--- config.mk ---
export PLATFORM = sky130hd
export DESIGN_NAME = digit_serial_adder3
export DESIGN_NICKNAME = d
export VERILOG_FILES = /design/src/rtl/digit_serial_adder3_pkg.sv /design/src/rtl/digit_adder3.sv /design/src/rtl/digit_serial_adder3.sv
export SDC_FILE = /design/constraint.sdc
export NUM_CORES = 1
export LEC_CHECK = 0
export CORE_UTILIZATION = 55
export DETAILED_ROUTE_END_ITERATION = 8
export PLACE_DENSITY = 0.85
export SYNTH_ARGS = -nofsm -noshare
export SYNTH_HDL_FRONTEND = slang
export SYNTH_SLANG_ARGS = --single-unit
--- constraint.sdc ---
create_clock -name clk -period 6.13 [get_ports clk]
set_input_delay 0.613 -clock clk [delete_from_list [all_inputs] [get_ports clk]]
set_output_delay 0.613 -clock clk [all_outputs]
set_load 0.05 [all_outputs]
--- src/rtl/digit_serial_adder3_pkg.sv ---
// digit_serial_adder3_pkg: shared FSM state type, carry width and counter sizing helper
package digit_serial_adder3_pkg;

    typedef enum logic [1:0] {
        IDLE,
        RUN,
        DONE
    } state_t;

    // three digits plus a carry of at most 2 never produce a carry above 2
    localparam int CARRY_W = 2;

    // counter width for n states, never narrower than one bit
    function automatic int clog2(input int n);
        int r;
        r = 0;
        while ((1 << r) < n) begin
            r = r + 1;
        end
        return (r < 1) ? 1 : r;
    endfunction

endpackage

--- src/rtl/digit_adder3.sv ---
// digit_adder3: adds three DIGIT-bit digits plus a 2-bit carry, producing one digit and a 2-bit carry
module digit_adder3
    import digit_serial_adder3_pkg::*;
#(
    parameter int DIGIT = 2
) (
    input  logic [DIGIT-1:0]   a,
    input  logic [DIGIT-1:0]   b,
    input  logic [DIGIT-1:0]   c,
    input  logic [CARRY_W-1:0] cin,
    output logic [DIGIT-1:0]   d,
    output logic [CARRY_W-1:0] cout
);

    logic [DIGIT+1:0] t;

    // full-width digit sum; the top two bits become the next carry
    always_comb begin
        t    = {2'b00, a} + {2'b00, b} + {2'b00, c} + {{DIGIT{1'b0}}, cin};
        d    = t[DIGIT-1:0];
        cout = t[DIGIT+1:DIGIT];
    end

endmodule

--- src/rtl/digit_serial_adder3.sv ---
// digit_serial_adder3: sums three WIDTH-bit operands DIGIT bits per cycle behind valid/ready handshakes
module digit_serial_adder3
    import digit_serial_adder3_pkg::*;
#(
    parameter int WIDTH = 8,
    parameter int DIGIT = 2
) (
    input  logic             clk,
    input  logic             rst,
    input  logic             in_valid,
    output logic             in_ready,
    input  logic [WIDTH-1:0] a,
    input  logic [WIDTH-1:0] b,
    input  logic [WIDTH-1:0] c,
    output logic             out_valid,
    input  logic             out_ready,
    output logic [WIDTH+1:0] sum,
    output logic             busy
);

    localparam int NDIG  = WIDTH / DIGIT;
    localparam int CNT_W = clog2(NDIG);

    if (WIDTH < 1 || DIGIT < 1 || (WIDTH % DIGIT) != 0) begin : g_bad_params
        $fatal(1, "digit_serial_adder3: DIGIT must be >=1 and divide WIDTH exactly");
    end

    state_t             state_q, state_d;
    logic [WIDTH-1:0]   a_sh_q, a_sh_d;
    logic [WIDTH-1:0]   b_sh_q, b_sh_d;
    logic [WIDTH-1:0]   c_sh_q, c_sh_d;
    logic [WIDTH-1:0]   res_q, res_d;
    logic [CARRY_W-1:0] carry_q, carry_d;
    logic [CNT_W-1:0]   cnt_q, cnt_d;
    logic [WIDTH+1:0]   sum_q, sum_d;
    logic               in_ready_q, in_ready_d;
    logic               out_valid_q, out_valid_d;
    logic               busy_q, busy_d;

    logic [DIGIT-1:0]   digit;
    logic [CARRY_W-1:0] carry_next;
    logic [WIDTH-1:0]   res_next;
    logic               last;

    digit_adder3 #(.DIGIT(DIGIT)) u_digit (
        .a    (a_sh_q[DIGIT-1:0]),
        .b    (b_sh_q[DIGIT-1:0]),
        .c    (c_sh_q[DIGIT-1:0]),
        .cin  (carry_q),
        .d    (digit),
        .cout (carry_next)
    );

    // new digit enters at the top so the LSB digit ends up at bit 0 after NDIG shifts
    always_comb begin
        res_next = (res_q >> DIGIT) | (WIDTH'(digit) << (WIDTH - DIGIT));
        last     = (cnt_q == CNT_W'(NDIG - 1));
    end

    // next-state and datapath updates for the IDLE/RUN/DONE handshake sequence
    always_comb begin
        state_d     = state_q;
        a_sh_d      = a_sh_q;
        b_sh_d      = b_sh_q;
        c_sh_d      = c_sh_q;
        res_d       = res_q;
        carry_d     = carry_q;
        cnt_d       = cnt_q;
        sum_d       = sum_q;
        in_ready_d  = in_ready_q;
        out_valid_d = out_valid_q;
        busy_d      = busy_q;
        unique case (state_q)
            IDLE: begin
                if (in_valid) begin
                    state_d    = RUN;
                    a_sh_d     = a;
                    b_sh_d     = b;
                    c_sh_d     = c;
                    res_d      = '0;
                    carry_d    = '0;
                    cnt_d      = '0;
                    in_ready_d = 1'b0;
                    busy_d     = 1'b1;
                end
            end
            RUN: begin
                a_sh_d  = a_sh_q >> DIGIT;
                b_sh_d  = b_sh_q >> DIGIT;
                c_sh_d  = c_sh_q >> DIGIT;
                res_d   = res_next;
                carry_d = carry_next;
                cnt_d   = last ? '0 : cnt_q + CNT_W'(1);
                if (last) begin
                    state_d     = DONE;
                    sum_d       = {carry_next, res_next};
                    out_valid_d = 1'b1;
                end
            end
            DONE: begin
                if (out_ready) begin
                    state_d     = IDLE;
                    out_valid_d = 1'b0;
                    in_ready_d  = 1'b1;
                    busy_d      = 1'b0;
                end
            end
            default: begin
                state_d     = IDLE;
                out_valid_d = 1'b0;
                in_ready_d  = 1'b1;
                busy_d      = 1'b0;
            end
        endcase
    end

    // state and registered outputs; reset wins over any handshake on the same edge
    always_ff @(posedge clk) begin
        if (rst) begin
            state_q     <= IDLE;
            a_sh_q      <= '0;
            b_sh_q      <= '0;
            c_sh_q      <= '0;
            res_q       <= '0;
            carry_q     <= '0;
            cnt_q       <= '0;
            sum_q       <= '0;
            in_ready_q  <= 1'b1;
            out_valid_q <= 1'b0;
            busy_q      <= 1'b0;
        end else begin
            state_q     <= state_d;
            a_sh_q      <= a_sh_d;
            b_sh_q      <= b_sh_d;
            c_sh_q      <= c_sh_d;
            res_q       <= res_d;
            carry_q     <= carry_d;
            cnt_q       <= cnt_d;
            sum_q       <= sum_d;
            in_ready_q  <= in_ready_d;
            out_valid_q <= out_valid_d;
            busy_q      <= busy_d;
        end
    end

    assign in_ready  = in_ready_q;
    assign out_valid = out_valid_q;
    assign busy      = busy_q;
    assign sum       = sum_q;

endmodule

==> impl_metrics.xml, run 1 <==
<?xml version="1.0" encoding="UTF-8"?>
<metrics>
  <group name="status">
    <metric name="outcome" unit="">finished clean</metric>
  </group>
  <group name="power_and_ir_drop">
    <metric name="seqPwrFrac" unit="%">51.4</metric>
    <metric name="netSwitchingPower" unit="mW">0.173</metric>
    <metric name="part_of_the_total_power_dissipated_in_combinational_logic" unit="%">15.2</metric>
    <metric name="power.clock.fraction" unit="%">33.5</metric>
    <metric name="max-vdd-ir-drop" unit="mV">0.259</metric>
    <metric name="leakagePower" unit="nW">0.977</metric>
    <metric name="p_int" unit="mW">0.513</metric>
    <metric name="power_density" unit="mW/mm^2">262</metric>
    <metric name="power.switching_fraction" unit="%">25.2</metric>
    <metric name="p_total" unit="mW">0.685</metric>
  </group>
  <group name="sta">
    <metric name="period_needed" unit="ps">2510</metric>
    <metric name="final_hold_violation_count" unit="">0</metric>
    <metric name="maxClockFrequency" unit="GHz">0.399</metric>
    <metric name="tightestPinTransition" unit="ps">1030</metric>
    <metric name="setup_viol" unit="">0</metric>
    <metric name="relSlewSlack" unit="%">31.3</metric>
    <metric name="unrepaired_setup_endpoints_after_global_routing" unit="">false</metric>
    <metric name="final_period_utilization" unit="%">40.9</metric>
    <metric name="final.setup_skew" unit="ps">6.68</metric>
    <metric name="setup_slack" unit="ps">3620</metric>
    <metric name="fin_hold_ws" unit="ps">457</metric>
    <metric name="post_route_setup_tns" unit="ps">0</metric>
    <metric name="slew_viol_final" unit="">0</metric>
  </group>
  <group name="cells_and_area">
    <metric name="areaGrowthSynthToFinish" unit="%">22.6</metric>
    <metric name="final.fill_count" unit="">293</metric>
    <metric name="layout_common_cells" unit="">dfxtp_1, clkdlybuf4s50_1, nor2_1, nand2_1</metric>
    <metric name="finalCoreUtilization" unit="%">71.0</metric>
    <metric name="antenna-diode-count" unit="">0</metric>
    <metric name="design_area" unit="sq mm">0.00262</metric>
    <metric name="layout-drive-gt1-share" unit="%">8.49</metric>
    <metric name="final_instance_count_excl_fillers" unit="">307</metric>
    <metric name="finish.net_count" unit="">293</metric>
    <metric name="layout.cells.most_common" unit="">dfxtp_1</metric>
  </group>
  <group name="placement">
    <metric name="dpl_cell_area" unit="sq mm">0.00250</metric>
    <metric name="placed_cells_incl_taps" unit="">299</metric>
    <metric name="gp_congestion" unit="">0.804</metric>
    <metric name="detailedPlacementHpwl" unit="mm">2.72</metric>
    <metric name="port_buffer_count" unit="">40</metric>
    <metric name="pre_cts_slack" unit="ps">3620</metric>
  </group>
  <group name="floorplan">
    <metric name="floorplan.initialDensity" unit="%">57.9</metric>
    <metric name="rows" unit="">22</metric>
    <metric name="die_height" unit="um">64.3</metric>
    <metric name="io_pins" unit="">41</metric>
    <metric name="die_area" unit="sq mm">0.00414</metric>
    <metric name="die-width" unit="um">64.3</metric>
    <metric name="core" unit="sq mm">0.00369</metric>
  </group>
  <group name="critical_path">
    <metric name="worstPathRequired" unit="ps">6310</metric>
    <metric name="critical_path.max_fanout" unit="">2</metric>
    <metric name="critPathCaptureType" unit="">register</metric>
    <metric name="cp.buffers_inverters" unit="">0</metric>
    <metric name="slowest_stage" unit="">fa_1</metric>
    <metric name="crit_chain" unit="">ha_1 &gt; fa_1 &gt; fa_1 &gt; ha_1 &gt; fa_1 &gt; a22oi_1 &gt; nor2_1</metric>
    <metric name="cpPeakStageDelay" unit="ps">500</metric>
    <metric name="cpLargestDelayFamily" unit="">adder cells</metric>
    <metric name="start_kind" unit="">register</metric>
    <metric name="timing.critical_path.arrival" unit="ps">2690</metric>
    <metric name="crit_top_cell" unit="">fa_1</metric>
    <metric name="path_class" unit="">reg2reg</metric>
  </group>
  <group name="drt">
    <metric name="drt-total-wl" unit="mm">3.95</metric>
    <metric name="detail-route-antenna-nets" unit="">0</metric>
    <metric name="drt-wirelength-per-cell" unit="um">12.9</metric>
    <metric name="detailroute.via_count" unit="">1666</metric>
    <metric name="route.detailed.vias_per_inst" unit="">5.43</metric>
    <metric name="detail_route.iter0.violations" unit="">112</metric>
    <metric name="first_pass_iters" unit="">4</metric>
    <metric name="post-route-drc-count" unit="">0</metric>
  </group>
  <group name="global_routing">
    <metric name="pin_count_of_the_biggest_net_entering_global_routing" unit="">52</metric>
    <metric name="grt_usage" unit="%">20.7</metric>
    <metric name="antenna_found_initial" unit="">0</metric>
    <metric name="wire_length_of_the_first_global_routing_pass" unit="mm">6.70</metric>
    <metric name="vias_in_the_first_global_route" unit="">1504</metric>
    <metric name="globalRoute.totalOverflow" unit="">0</metric>
  </group>
  <group name="yosys">
    <metric name="synthCells" unit="">226</metric>
    <metric name="most_common_flop_cell_mapped_by_yosys" unit="">dfxtp_1</metric>
    <metric name="yosysUniqueCellTypes" unit="">32</metric>
    <metric name="synth.cell_area" unit="sq mm">0.00214</metric>
    <metric name="synth.yosys.warnings" unit="">0</metric>
    <metric name="synth_area_per_cell" unit="sq um">9.46</metric>
    <metric name="async_reset_ff_share" unit="%">0</metric>
    <metric name="net_count_after_synthesis" unit="">261</metric>
    <metric name="ys_ff_latch" unit="">49</metric>
    <metric name="synth.yosys.seq_area_share" unit="%">45.9</metric>
    <metric name="synth-edff-count" unit="">0</metric>
  </group>
  <group name="worst_hold_path">
    <metric name="worst_hold_path_type" unit="">reg2reg</metric>
  </group>
  <group name="clocking">
    <metric name="cts_repair_resize_count" unit="">0</metric>
    <metric name="clock_tree_from_tritoncts" unit="">yes</metric>
    <metric name="cts_made_buffers" unit="">5</metric>
    <metric name="clock_path_buffers" unit="">2</metric>
    <metric name="clk_pin_slew" unit="ps">90</metric>
    <metric name="clock_sinks" unit="">49</metric>
    <metric name="clkLatencyLatePin" unit="ps">290</metric>
    <metric name="holdBufCountCts" unit="">0</metric>
    <metric name="cts_root_buf" unit="">clkbuf_8</metric>
    <metric name="cts-htree-levels" unit="">2</metric>
    <metric name="post-cts-setup-buffers" unit="">0</metric>
  </group>
  <group name="flow_run">
    <metric name="max_cap_viol_count" unit="">0</metric>
  </group>
</metrics>
cells by family (layout without fill, tap and decap cells):
group	Yosys count	in the layout	share of synthesized area (%)
multiplexers	12	12	5.62
adder cells (fa/ha/maj)	7	7	5.50
AND/OR/NAND/NOR	80	80	18.7
AO/OA/AOI/OAI	55	55	18.2
buffers and inverters	23	56	6.09
flip-flops	49	49	45.9
power by group through the flow:
stage | registers (mW) | clock network, mW | logic [mW]
final | 0.352 | 0.229 | 0.104
after global routing | 0.355 | 0.248 | 0.114
after CTS | 0.352 | 0.232 | 0.105
after detailed placement | 0.359 | 0 | 0.103
after global placement | 0.359 | 0 | 0.101
after floorplan | 0.358 | 0 | 0.0701
worst min-delay path: cells and delay by family, from the launching register on:
kind | cells | cell delay [ps]
simple gates | 1 | 50
compound gates | 1 | 50
flops | 1 | 320
flip-flops by register name, indices dropped and copies added (netlist names):
name	flops
a_sh_q	8
b_sh_q	8
busy	1
c_sh_q	8
carry_q	2
cnt_q	2
in_ready	1
out_valid	1
res_q	6
state_q	2
sum	10
worst paths after layout:
check | start | to | slack (ps) | cells after the start
worst max-delay path | a_sh_q[0] | carry_q[0] | 3620 | 7
worst min-delay path | res_q[2] | sum[0] | 460 | 2
worst max register to register | a_sh_q[0] | carry_q[0] | 3620 | 7
worst min register to register | res_q[2] | sum[0] | 460 | 2
final cells by class:
class	count	area, sq um	area share, %
clock buffer	5	68.8	2.63
clock inverter	3	46.3	1.77
inverter	6	22.5	0.860
multi-input combinational	154	1030	39.2
sequential	49	981	37.4
tap	48	60.1	2.29
timing repair buffer	42	415	15.9
synthesized netlist by cell type (5+ instances only):
library cell / number / area share [%]
dfxtp_1: 49 / 46
nor2_1: 39 / 6.9
nand2_1: 19 / 3.3
a21oi_1: 14 / 3.3
a22oi_1: 14 / 4.9
a211oi_1: 13 / 4.6
mux2i_1: 12 / 5.6
a222oi_1: 6 / 2.8
buf_2: 6 / 1.4
clkbuf_1: 6 / 1.1
inv_1: 6 / 1.1
or2b_2: 5 / 2.0
routing by layer:
layer | global-route usage, % | wire length [um] | share of wire, % | vias up
met5 | 0 | 0 | 0 | -
li1 | - | - | - | 853
met3 | 5.54 | 130 | 3.3 | 7
met4 | 6.39 | 53 | 1.3 | 0
met2 | 32.5 | 1860 | 47 | 35
met1 | 27.6 | 1910 | 48 | 771
(Power assumes the default switching activity.)
==> inputs of run 2 (changes only) <==
- CORE_UTILIZATION: 55 -> 51
- PLACE_DENSITY: 0.85 -> 0.8
- clock period: 6.13 -> 2.6 ns (I/O delays scaled with it)
==> run 2 against run 1 <==
Against the previous run:
- clock-buffer cell count is 2 higher
- sequential cell count did not move
- worst setup slack lost 3500 ps
- worst hold slack got worse by 2.0 ps
- wire length rose by 7.8%
- largest cell class unchanged
- die area grew 7.6%
==> impl_metrics.xml, run 2 (same netlist as run 1, synthesis figures left out) <==
<?xml version="1.0" encoding="UTF-8"?>
<metrics>
  <group name="sta">
    <metric name="post_route_setup_tns" unit="ps">0</metric>
    <metric name="final_hold_violation_count" unit="">0</metric>
    <metric name="final.setup_skew" unit="ps">5.45</metric>
    <metric name="final_period_utilization" unit="%">95.6</metric>
    <metric name="setup_viol" unit="">0</metric>
    <metric name="maxClockFrequency" unit="GHz">0.403</metric>
    <metric name="slew_viol_final" unit="">0</metric>
    <metric name="tightestPinTransition" unit="ps">1050</metric>
    <metric name="relSlewSlack" unit="%">30.1</metric>
    <metric name="period_needed" unit="ps">2480</metric>
    <metric name="unrepaired_setup_endpoints_after_global_routing" unit="">false</metric>
  </group>
  <group name="floorplan">
    <metric name="die-width" unit="um">66.7</metric>
    <metric name="io_pins" unit="">41</metric>
    <metric name="floorplan.initialDensity" unit="%">53.4</metric>
    <metric name="die_area" unit="sq mm">0.00445</metric>
    <metric name="rows" unit="">23</metric>
    <metric name="die_height" unit="um">66.7</metric>
    <metric name="core" unit="sq mm">0.00400</metric>
  </group>
  <group name="critical_path">
    <metric name="cpPeakStageDelay" unit="ps">500</metric>
    <metric name="path_class" unit="">reg2reg</metric>
    <metric name="timing.critical_path.arrival" unit="ps">2670</metric>
    <metric name="worstPathRequired" unit="ps">2790</metric>
    <metric name="critPathCaptureType" unit="">register</metric>
    <metric name="r2r_slack" unit="ps">120</metric>
    <metric name="critical_path.max_fanout" unit="">2</metric>
    <metric name="slowest_stage" unit="">fa_1</metric>
    <metric name="start_kind" unit="">register</metric>
    <metric name="crit_chain" unit="">ha_1 &gt; fa_1 &gt; fa_1 &gt; ha_1 &gt; fa_1 &gt; a22oi_1 &gt; nor2_1</metric>
    <metric name="crit_top_cell" unit="">fa_1</metric>
    <metric name="r2r_cells" unit="">7</metric>
  </group>
  <group name="clocking">
    <metric name="clk_pin_slew" unit="ps">80</metric>
    <metric name="clock_tree_from_tritoncts" unit="">yes</metric>
    <metric name="cts_made_buffers" unit="">5</metric>
    <metric name="cts_root_buf" unit="">clkbuf_8</metric>
    <metric name="clkLatencyLatePin" unit="ps">310</metric>
    <metric name="cts-htree-levels" unit="">2</metric>
    <metric name="post-cts-setup-buffers" unit="">0</metric>
    <metric name="clock_sinks" unit="">49</metric>
    <metric name="clock_path_buffers" unit="">2</metric>
    <metric name="cts_repair_resize_count" unit="">0</metric>
    <metric name="holdBufCountCts" unit="">0</metric>
  </group>
  <group name="worst_hold_path">
    <metric name="hold_path_depth" unit="">2</metric>
    <metric name="worst_hold_path_type" unit="">reg2reg</metric>
  </group>
  <group name="drt">
    <metric name="drt-wirelength-per-cell" unit="um">13.7</metric>
    <metric name="detail-route-antenna-nets" unit="">0</metric>
    <metric name="detailroute.via_count" unit="">1719</metric>
    <metric name="drt-total-wl" unit="mm">4.26</metric>
    <metric name="first_pass_iters" unit="">4</metric>
    <metric name="post-route-drc-count" unit="">0</metric>
    <metric name="route.detailed.vias_per_inst" unit="">5.55</metric>
    <metric name="detail_route.iter0.violations" unit="">147</metric>
  </group>
  <group name="power_and_ir_drop">
    <metric name="p_int" unit="mW">1.16</metric>
    <metric name="netSwitchingPower" unit="mW">0.399</metric>
    <metric name="p_total" unit="mW">1.56</metric>
    <metric name="power.switching_fraction" unit="%">25.5</metric>
    <metric name="max-vdd-ir-drop" unit="mV">0.409</metric>
    <metric name="power.clock.fraction" unit="%">30.9</metric>
    <metric name="power_density" unit="mW/mm^2">596</metric>
    <metric name="leakagePower" unit="nW">0.982</metric>
    <metric name="part_of_the_total_power_dissipated_in_combinational_logic" unit="%">16.0</metric>
    <metric name="seqPwrFrac" unit="%">53.1</metric>
  </group>
  <group name="placement">
    <metric name="detailedPlacementHpwl" unit="mm">2.84</metric>
    <metric name="gp_congestion" unit="">0.717</metric>
    <metric name="port_buffer_count" unit="">40</metric>
  </group>
  <group name="cells_and_area">
    <metric name="max_ffs_per_register" unit="">10</metric>
    <metric name="layout-drive-gt1-share" unit="%">8.85</metric>
    <metric name="areaGrowthSynthToFinish" unit="%">22.4</metric>
    <metric name="antenna-diode-count" unit="">0</metric>
    <metric name="finish.net_count" unit="">294</metric>
    <metric name="layout.cells.most_common" unit="">dfxtp_1</metric>
    <metric name="layout_common_cells" unit="">dfxtp_1, clkdlybuf4s50_1, nor2_1, nand2_1</metric>
  </group>
  <group name="global_routing">
    <metric name="vias_in_the_first_global_route" unit="">1593</metric>
    <metric name="pin_count_of_the_biggest_net_entering_global_routing" unit="">36</metric>
    <metric name="wire_length_of_the_first_global_routing_pass" unit="mm">7.13</metric>
    <metric name="grt_usage" unit="%">21.8</metric>
    <metric name="antenna_found_initial" unit="">0</metric>
    <metric name="globalRoute.totalOverflow" unit="">0</metric>
  </group>
  <group name="status">
    <metric name="outcome" unit="">finished clean</metric>
  </group>
  <group name="flow_run">
    <metric name="max_cap_viol_count" unit="">0</metric>
  </group>
</metrics>
[run 2: cell count changes in the layout (fill, tap and decap cells not counted)]
cell,previous run,this run
clkbuf_8,5,7
buf_4,2,3
bufinv_16,1,0
clkinv_2,0,1
clkinv_4,1,0
clkinvlp_4,1,0
[run 2: path summary, 6_finish.rpt]
check / startpoint / to
hold reg to reg: sum[0] / sum[0]
setup reg to reg: a_sh_q[0] / carry_q[0]
setup / recovery: a_sh_q[0] / carry_q[0]
hold / removal: sum[0] / sum[0]
[run 2: routing by layer]
| metal | share of wire [%] | GRT usage, % | vias to the layer above |
|---|---|---|---|
| met3 | 3.4 | 5.65 | 9 |
| met1 | 45 | 25.7 | 821 |
| met2 | 49 | 36.7 | 34 |
| li1 | - | - | 855 |
| met4 | 2.6 | 9.57 | 0 |
| met5 | 0 | 0 | - |
[run 2: area by class of cell]
cell class	count	area [sq um]
Clock buffer	7	96.3
Clock inverter	1	5.00
Fill cell	350	1380
Inverter	6	22.5
Multi-Input combinational cell	154	1030
Sequential cell	49	981
Tap cell	50	62.6
Timing Repair Buffer	43	423
[run 2: worst max-delay path, delay by kind of cell (launching register included)]
kind                     cells  cell delay (ps)
AO/OA/AOI/OAI                1              180
adder cells (fa/ha/maj)      5             1810
AND/OR/NAND/NOR              1               60
flip-flops                   1              320
[run 2: through the flow]
step / std cells / hold WS [ps] / util [%] / area, sq um / worst slack [ps]
after global placement: 302 / 445 / 62.9 / 2510 / 208
final: 310 / 455 / 65.4 / 2620 / 116
after floorplan: 226 / 408 / - / 2140 / 241
after CTS: 310 / 458 / 65.4 / 2620 / 128
after detailed placement: 302 / 446 / 62.9 / 2510 / 140
after global routing: 310 / 474 / 65.4 / 2620 / 26.6
[run 2: power groups by stage]
stage	clock network, mW	logic [mW]	registers, mW
finish	0.482	0.249	0.829
global route	0.521	0.279	0.835
CTS	0.493	0.249	0.829
detailed placement	0	0.245	0.846
global placement	0	0.239	0.844
floorplan	0	0.165	0.843
==> inputs of run 3 (changes only) <==
- CORE_ASPECT_RATIO: default -> 0.9
==> run 3 against run 2 <==
Against the previous run:
- combinational power barely moved
- global-route usage fell by 1.6 points
- clock-buffer cell count fell by 2
- largest cell class unchanged
==> impl_metrics.xml, run 3 (same netlist as run 1, synthesis figures left out) <==
<?xml version="1.0" encoding="UTF-8"?>
<metrics>
  <group name="cells_and_area">
    <metric name="layout.cells.most_common" unit="">dfxtp_1</metric>
    <metric name="areaGrowthSynthToFinish" unit="%">21.5</metric>
    <metric name="max_ffs_per_register" unit="">10</metric>
    <metric name="final-seq-area" unit="sq um">981</metric>
    <metric name="finish.net_count" unit="">294</metric>
    <metric name="layout_common_cells" unit="">dfxtp_1, clkdlybuf4s50_1, nor2_1, nand2_1</metric>
    <metric name="layout-drive-gt1-share" unit="%">8.85</metric>
    <metric name="multi_input_gate_area_in_the_final_layout" unit="sq mm">0.00103</metric>
    <metric name="final.fill_count" unit="">318</metric>
    <metric name="final_instance_count_excl_fillers" unit="">306</metric>
    <metric name="antenna-diode-count" unit="">0</metric>
  </group>
  <group name="critical_path">
    <metric name="critPathCaptureType" unit="">register</metric>
    <metric name="critical_path.max_fanout" unit="">2</metric>
    <metric name="start_kind" unit="">register</metric>
    <metric name="cpPeakStageDelay" unit="ps">510</metric>
    <metric name="slowest_stage" unit="">fa_1</metric>
    <metric name="worstPathRequired" unit="ps">2780</metric>
    <metric name="path_class" unit="">reg2reg</metric>
    <metric name="crit_top_cell" unit="">fa_1</metric>
    <metric name="timing.critical_path.arrival" unit="ps">2660</metric>
    <metric name="crit_chain" unit="">ha_1 &gt; fa_1 &gt; fa_1 &gt; ha_1 &gt; fa_1 &gt; a22oi_1 &gt; nor2_1</metric>
  </group>
  <group name="clocking">
    <metric name="holdBufCountCts" unit="">0</metric>
    <metric name="clock_path_buffers" unit="">2</metric>
    <metric name="post-cts-setup-buffers" unit="">0</metric>
    <metric name="cts-htree-levels" unit="">2</metric>
    <metric name="cts_made_buffers" unit="">5</metric>
    <metric name="clock_sinks" unit="">49</metric>
    <metric name="cts_root_buf" unit="">clkbuf_8</metric>
    <metric name="clkLatencyLatePin" unit="ps">300</metric>
    <metric name="clock_tree_from_tritoncts" unit="">yes</metric>
    <metric name="clk_pin_slew" unit="ps">90</metric>
    <metric name="cts_repair_resize_count" unit="">0</metric>
  </group>
  <group name="floorplan">
    <metric name="die-width" unit="um">70.2</metric>
    <metric name="io_pins" unit="">41</metric>
    <metric name="rows" unit="">21</metric>
    <metric name="floorplan.initialDensity" unit="%">55.3</metric>
    <metric name="die_area" unit="sq mm">0.00445</metric>
    <metric name="die_height" unit="um">63.4</metric>
    <metric name="core" unit="sq mm">0.00386</metric>
  </group>
  <group name="drt">
    <metric name="post-route-drc-count" unit="">0</metric>
    <metric name="drt-wirelength-per-cell" unit="um">13.8</metric>
    <metric name="detailroute.via_count" unit="">1695</metric>
    <metric name="met3RoutedLength" unit="um">169</metric>
    <metric name="drt-total-wl" unit="mm">4.24</metric>
    <metric name="detail_route.iter0.violations" unit="">138</metric>
    <metric name="first_pass_iters" unit="">4</metric>
    <metric name="route.detailed.vias_per_inst" unit="">5.54</metric>
    <metric name="detail-route-antenna-nets" unit="">0</metric>
    <metric name="detailroute.wirelength.met2" unit="mm">1.96</metric>
    <metric name="highest-signal-layer" unit="">met4</metric>
    <metric name="routed_length_on_met1" unit="mm">2.07</metric>
  </group>
  <group name="sta">
    <metric name="final_hold_violation_count" unit="">0</metric>
    <metric name="unrepaired_setup_endpoints_after_global_routing" unit="">false</metric>
    <metric name="period_needed" unit="ps">2480</metric>
    <metric name="final.setup_skew" unit="ps">5.91</metric>
    <metric name="final_period_utilization" unit="%">95.4</metric>
    <metric name="maxClockFrequency" unit="GHz">0.403</metric>
    <metric name="post_route_setup_tns" unit="ps">0</metric>
    <metric name="relSlewSlack" unit="%">22.5</metric>
    <metric name="slew_viol_final" unit="">0</metric>
    <metric name="setup_viol" unit="">0</metric>
    <metric name="tightestPinTransition" unit="ps">1160</metric>
  </group>
  <group name="global_routing">
    <metric name="grt_usage" unit="%">20.2</metric>
    <metric name="wire_length_of_the_first_global_routing_pass" unit="mm">7.23</metric>
    <metric name="globalRoute.totalOverflow" unit="">0</metric>
    <metric name="pin_count_of_the_biggest_net_entering_global_routing" unit="">32</metric>
    <metric name="vias_in_the_first_global_route" unit="">1631</metric>
    <metric name="antenna_found_initial" unit="">0</metric>
  </group>
  <group name="power_and_ir_drop">
    <metric name="power_density" unit="mW/mm^2">581</metric>
    <metric name="leakagePower" unit="nW">0.972</metric>
    <metric name="max-vdd-ir-drop" unit="mV">0.402</metric>
    <metric name="p_total" unit="mW">1.51</metric>
  </group>
  <group name="placement">
    <metric name="gp_congestion" unit="">0.821</metric>
    <metric name="placed_cells_incl_taps" unit="">298</metric>
    <metric name="port_buffer_count" unit="">40</metric>
    <metric name="detailedPlacementHpwl" unit="mm">2.85</metric>
  </group>
  <group name="worst_hold_path">
    <metric name="worst_hold_path_type" unit="">reg2reg</metric>
  </group>
  <group name="flow_run">
    <metric name="max_cap_viol_count" unit="">0</metric>
  </group>
  <group name="status">
    <metric name="outcome" unit="">finished clean</metric>
  </group>
</metrics>
-- run 3: cell types whose count changed in the layout (fill, tap and decap cells not counted) --
cell        before  now
clkbuf_8         7    5
clkinv_2         1    2
clkinvlp_4       0    1
-- run 3: area by class of cell --
class	instances	share of cell area, %
Inverter	6	0.867
Clock buffer	5	2.65
Multi-Input combinational cell	154	39.5
Clock inverter	3	0.675
Tap cell	46	2.22
Timing Repair Buffer	43	16.3
Sequential cell	49	37.8
-- run 3: stage by stage --
| stage | util, % | hold slack (ps) | worst slack (ps) | instance area [sq um] |
|---|---|---|---|---|
| floorplan | - | 408 | 241 | 2140 |
| global placement | 65.0 | 444 | 214 | 2510 |
| detailed placement | 65.0 | 446 | 167 | 2510 |
| CTS | 67.2 | 459 | 134 | 2600 |
| global route | 67.2 | 474 | 41.7 | 2600 |
| finish | 67.2 | 456 | 121 | 2600 |
-- run 3: worst paths after layout --
kind | start | endpoint | slack, ps | cells past startpoint
worst max-delay path | a_sh_q[0] | carry_q[0] | 120 | 7
worst min-delay path | sum[0] | sum[0] | 460 | 2
worst max register to register | a_sh_q[0] | carry_q[0] | 120 | 7
worst min register to register | sum[0] | sum[0] | 460 | 2
-- run 3: worst max-delay path, delay by kind of cell (launching register included) --
kind            cells  cell delay, ps
fa+ha+maj           5            1820
simple gates        1              50
compound gates      1             170
flops               1             330
-- run 3: power by group --
part	internal (mW)	switching (mW)
sequential	0.796	0.0327
clock	0.186	0.246
combinational	0.125	0.123
-- run 3: routing by layer --
| layer | GRT usage, % | vias to the layer above |
|---|---|---|
| li1 | - | 853 |
| met1 | 25.9 | 805 |
| met2 | 33.6 | 32 |
| met3 | 4.32 | 5 |
| met4 | 6.75 | 0 |
| met5 | 0 | - |
